--- src/rtl/xbar_pkg.sv ---
// xbar_pkg: shared op, drive-mode and state types for the crossbar op sequencer.
package xbar_pkg;
  localparam int XBAR_COL_W = 5;
  typedef enum logic [1:0] {XOP_INIT, XOP_NOT, XOP_NOR, XOP_RSVD} xop_e;
  typedef enum logic [1:0] {XM_OFF, XM_INIT, XM_EVAL} xmode_e;
  typedef enum logic [1:0] {ST_IDLE, ST_WAIT, ST_INIT, ST_EVAL} xstate_e;
endpackage

--- src/rtl/xbar_op_sequencer.sv ---
// xbar_op_sequencer: turns column-op commands into tick-aligned INIT/EVAL crossbar drive phases.
module xbar_op_sequencer
  import xbar_pkg::*;
#(
  parameter int COL_W      = XBAR_COL_W,
  parameter int INIT_TICKS = 1,
  parameter int EVAL_TICKS = 2
) (
  input  logic             clk,
  input  logic             rst_n,
  input  logic             xbar_tick,
  input  logic             cmd_valid,
  output logic             cmd_ready,
  input  logic [1:0]       cmd_op,
  input  logic [COL_W-1:0] cmd_src_a,
  input  logic [COL_W-1:0] cmd_src_b,
  input  logic [COL_W-1:0] cmd_dst,
  output logic             xbar_en,
  output logic [1:0]       xbar_mode,
  output logic [COL_W-1:0] xbar_col_a,
  output logic [COL_W-1:0] xbar_col_b,
  output logic [COL_W-1:0] xbar_col_dst,
  output logic             xbar_use_b,
  output logic             done,
  output logic             err
);
  localparam int MAX_T = INIT_TICKS > EVAL_TICKS ? INIT_TICKS : EVAL_TICKS;
  localparam int CNT_W = $clog2(MAX_T + 1);
  xstate_e state;
  xop_e op;
  logic [CNT_W-1:0] cnt;
  logic rej, last;
  always_comb begin
    rej = cmd_op == XOP_RSVD || (cmd_op != XOP_INIT && cmd_dst == cmd_src_a)
          || (cmd_op == XOP_NOR && cmd_dst == cmd_src_b);
    last = cnt == (state == ST_INIT ? CNT_W'(INIT_TICKS - 1) : CNT_W'(EVAL_TICKS - 1));
  end
  always_ff @(posedge clk) begin
    if (!rst_n) begin
      state <= ST_IDLE;
      op <= XOP_INIT;
      cnt <= '0;
      cmd_ready <= 1'b0;
      xbar_en <= 1'b0;
      xbar_mode <= XM_OFF;
      xbar_col_a <= '0;
      xbar_col_b <= '0;
      xbar_col_dst <= '0;
      xbar_use_b <= 1'b0;
      done <= 1'b0;
      err <= 1'b0;
    end else begin
      done <= 1'b0;
      err <= 1'b0;
      case (state)
        ST_IDLE:
          if (cmd_valid && cmd_ready) begin
            cmd_ready <= 1'b0;
            if (rej) err <= 1'b1;
            else begin
              state <= ST_WAIT;
              op <= xop_e'(cmd_op);
              xbar_col_a <= cmd_src_a;
              xbar_col_b <= cmd_src_b;
              xbar_col_dst <= cmd_dst;
            end
          end else cmd_ready <= 1'b1;
        ST_WAIT:
          if (xbar_tick) begin
            state <= ST_INIT;
            cnt <= '0;
            xbar_en <= 1'b1;
            xbar_mode <= XM_INIT;
          end
        ST_INIT, ST_EVAL:
          if (xbar_tick) begin
            if (!last) cnt <= cnt + 1'b1;
            // INIT flows straight into EVAL on the same edge so the drivers never drop out
            else if (state == ST_INIT && op != XOP_INIT) begin
              state <= ST_EVAL;
              cnt <= '0;
              xbar_mode <= XM_EVAL;
              xbar_use_b <= op == XOP_NOR;
            end else begin
              state <= ST_IDLE;
              cmd_ready <= 1'b1;
              done <= 1'b1;
              xbar_en <= 1'b0;
              xbar_mode <= XM_OFF;
              xbar_use_b <= 1'b0;
            end
          end
      endcase
    end
  end
endmodule

--- config.mk ---
export PLATFORM = sky130hd
export DESIGN_NAME = xbar_op_sequencer
export DESIGN_NICKNAME = d
export VERILOG_FILES = /design/src/rtl/xbar_pkg.sv /design/src/rtl/xbar_op_sequencer.sv
export SDC_FILE = /design/constraint.sdc
export NUM_CORES = 1
export LEC_CHECK = 0
export CAP_MARGIN = 40
export CELL_PAD_IN_SITES_DETAIL_PLACEMENT = 0
export CELL_PAD_IN_SITES_GLOBAL_PLACEMENT = 1
export CORE_ASPECT_RATIO = 1.2
export CORE_MARGIN = 8
export CORE_UTILIZATION = 33
export CTS_CLUSTER_SIZE = 28
export DETAILED_ROUTE_END_ITERATION = 8
export GPL_ROUTABILITY_DRIVEN = 0
export PLACE_DENSITY_LB_ADDON = 0.2
export SETUP_SLACK_MARGIN = 0.1
export SKIP_CTS_REPAIR_TIMING = 1
export SYNTH_ARGS = -nofsm -noshare
export SYNTH_HDL_FRONTEND = slang
export SYNTH_SLANG_ARGS = --single-unit
--- constraint.sdc ---
create_clock -name clk -period 1.8 [get_ports clk]
set_input_delay 0.36 -clock clk [delete_from_list [all_inputs] [get_ports clk]]
set_output_delay 0.36 -clock clk [all_outputs]
set_load 0.05 [all_outputs]
==> results of run 1 <==
==> worst max path at each step <==
stage	depth (start not counted)	slack [ns]	to	from
after floorplan	5	0.19	op[0]$_SDFFE_PN0P_	cmd_ready$_SDFFE_PN0P_
after global placement	6	-0.22	state[1]$_SDFFE_PN0P_	cmd_dst[2]
after detailed placement	6	-0.31	xbar_col_dst[1]$_SDFFE_PN0P_	cmd_dst[4]
after CTS	6	-0.02	xbar_col_dst[1]$_SDFFE_PN0P_	cmd_dst[4]
after global routing	7	0.09	xbar_col_a[2]$_SDFFE_PN0P_	cmd_src_a[1]
final	7	0.17	xbar_col_a[2]$_SDFFE_PN0P_	cmd_src_a[1]
==> report_power, final <==
part	internal, W	switching (W)
clock network	0.000195	0.000188
logic	0.000187	0.000246
registers	0.000656	0.0000305
==> layer usage <==
layer | global-route usage, % | vias to the layer above | wire [microns]
li1 | - | 621 | -
met1 | 11.8 | 563 | 1480
met2 | 21.5 | 22 | 1890
met3 | 2.68 | 2 | 133
met4 | 2.68 | 0 | 18
met5 | 0 | - | 0
==> through the flow <==
| stage | instances | setup TNS [ns] | total power [W] |
|---|---|---|---|
| after floorplan | 152 | 0 | 0.000961 |
| after global placement | 256 | -3.96 | 0.00111 |
| after detailed placement | 256 | -5.19 | 0.00112 |
| after CTS | 260 | -0.0349 | 0.00151 |
| after global routing | 261 | 0 | 0.00159 |
| final | 261 | 0 | 0.00150 |
==> cell families (layout without fill, tap and decap cells) <==
kind of cell    Yosys count  count (layout)  synth area share, %
flops                    28              28                 41.4
xor+xnor                 11              11                 7.12
simple gates             68              68                 22.7
buf+inv                   8              63                 4.07
mux                      18              18                 13.3
compound gates           19              19                 11.4
==> layout by cell type, fill, tap and decap left out, types with 2 or more instances in the layout <==
cell type,count
nand2_1,40
nor3b_1,3
nand3_1,3
nor2b_1,4
nor2_1,7
clkdlybuf4s50_1,6
dlymetal6s2s_1,14
dfxtp_1,28
o21ai_0,3
buf_4,36
mux2i_1,17
xnor2_1,6
xor2_2,3
clkbuf_8,4
nand2b_1,3
o21ai_2,2
buf_6,3
a21oi_1,3
==> flip-flops by register name, indices dropped and copies added (netlist names), 2 cells and up <==
signal / flops
cnt: 2
op: 2
state: 2
xbar_col_a: 5
xbar_col_b: 5
xbar_col_dst: 5
xbar_mode: 2
==> critical path, cell delays in order <==
cell	delay (ns)
clkdlybuf4s50_1	0.43
xnor2_1	0.15
nand4_1	0.13
nor2_4	0.07
nor3_4	0.28
buf_4	0.20
mux2i_1	0.20
==> area by class of cell <==
type	count	area, sq um	area share (%)
multi-input combinational	116	796	39.4
sequential	28	561	27.8
clock buffer	4	55.1	2.73
timing repair buffer	59	539	26.7
tap	54	67.6	3.35
==> flow_summary_export.csv, run 1 <==
group,metric,value,unit
clocking,clkLatencyLatePin,0.27,ns
logic_synthesis,ys.flop_type,"dfxtp_1",
timing,hold_violations,0,
layout,stdcell_area,0.00202,sq mm
timing,fin_crit_sh,90.4,%
clocking,clock_tree.root_cell,"clkbuf_8",
setup_path,arrival,1.82,ns
clocking,cts_sinks,28,
timing,timing.hold.ws,0.392,ns
power_and_ir_drop,p_leak,0.920,nW
setup_path,cp-start-kind,"primary input",
timing,rsz0062_at_grt,"no",
logic_synthesis,synth_top_cell_area_share,41.4,%
placement,dp_slack,-0.312,ns
global_routing,gr-usage-all-layers,11.3,%
global_routing,grt_pass1_wl,5.89,mm
power_and_ir_drop,vdd_ir_drop_max,0.340,mV
layout,drive_gt1_share,27.5,%
timing,setup_viol,0,
logic_synthesis,yosysMostFrequentCell,"nand2_1",
detailed_routing,ant_nets,0,
logic_synthesis,synth_nets,173,
setup_path,cp.required,2.00,ns
detailed_routing,drt_wl_total,3.53,mm
die,core.rowCount,25,
die,coreArea,0.00394,sq mm
placement,port_buffers,42,
placement,place_hpwl,2.78,mm
logic_synthesis,synth_top_cell_by_area,"dfxtp_1",
power_and_ir_drop,power_density,744,mW/mm^2
die,die_area,0.00642,sq mm
outcome,outcome,"finished, final reports clean",
setup_path,r2r_cells,4,
setup_path,endpoint_kind,"flip-flop",
logic_synthesis,synth-seq-cells,28,
layout,area_growth,49.1,%
timing,setup_ws,0.172,ns
logic_synthesis,synth_cell_types,34,
hold_path,hold_path_end,"xbar_col_b[3]$_SDFFE_PN0P_",
logic_synthesis,synth_edf_count,0,
flow_run,maxCapViolCount,0,
global_routing,grt_max_degree,29,
logic_synthesis,ys_warn_count,0,
die,fp.dieW,74.5,microns
setup_path,crit_path_max_fanout,5,
layout,final_net_count,229,
clocking,htreeDepth,1,
detailed_routing,via_per_inst,4.63,
hold_path,worstHoldPathCells,3,
die,ios,43,
setup_path,crit_type,"in -> reg",
logic_synthesis,netlist_instances,152,
clocking,path_clk_slew,0.09,ns
layout,fin_util,51.2,%
timing,relSlewSlack,77.2,%
logic_synthesis,synth.area.top_cells,"dfxtp_1 41%, mux2i_1 13%, nand2_1 11%, xnor2_1 4.5%, xor2_1 2.6%",
die,fp.dieH,86.2,microns
global_routing,grt_pass1_vias,1330,
detailed_routing,routedWlPerCell,13.5,microns
setup_path,timing.rr.start,"state[1]$_SDFFE_PN0P_",
timing,slew_viol_final,0,
timing,finClkSkew,0.00228,ns
placement,dpl-instance-area,0.00186,sq mm
clocking,numCtsBuffers,3,
clocking,cts_tree,"built",
logic_synthesis,synthTopCellsByCount,"40 x nand2_1, 28 x dfxtp_1, 18 x mux2i_1",
timing,worstMarginPinSlew,0.341,ns
setup_path,r2r-end,"state[0]$_SDFFE_PN0P_",
layout,diodes,0,
detailed_routing,drt_iter0_drc,62,
layout,fill_cells,417,
detailed_routing,drc,0,
logic_synthesis,netlist_area,0.00135,sq mm
clocking,clk_path_buf_depth,2,
logic_synthesis,yosysSeqAreaShare,41.4,%
detailed_routing,dr.pass1.iters,4,
logic_synthesis,async_reset_ff_share,0,%
hold_path,hold_path.startpoint,"cmd_src_b[3]",
setup_path,r2r_setup_slack,0.22,ns
timing,fmax,614,MHz
detailed_routing,routed-via-count,1208,
global_routing,antenna_found_initial,0,
logic_synthesis,syn_avg_cell_area,8.91,sq um
timing,min_period,1.63,ns
hold_path,hp-class,"in -> reg",
global_routing,globalRoute.totalOverflow,0,
die,initial_core_util,34.3,%
Note: power is estimated with default switching activity, not from simulation.
==> run 2, diff against run 1 <==
--- a/config.mk
+++ b/config.mk
@@ -11,6 +11,7 @@
 export CORE_ASPECT_RATIO = 1.2
 export CORE_MARGIN = 8
 export CORE_UTILIZATION = 33
+export CTS_CLUSTER_DIAMETER = 80
 export CTS_CLUSTER_SIZE = 28
 export DETAILED_ROUTE_END_ITERATION = 8
 export GPL_ROUTABILITY_DRIVEN = 0
==> results of run 2 <==
The final DEF is identical to that of run 1; final timing and power are the same.
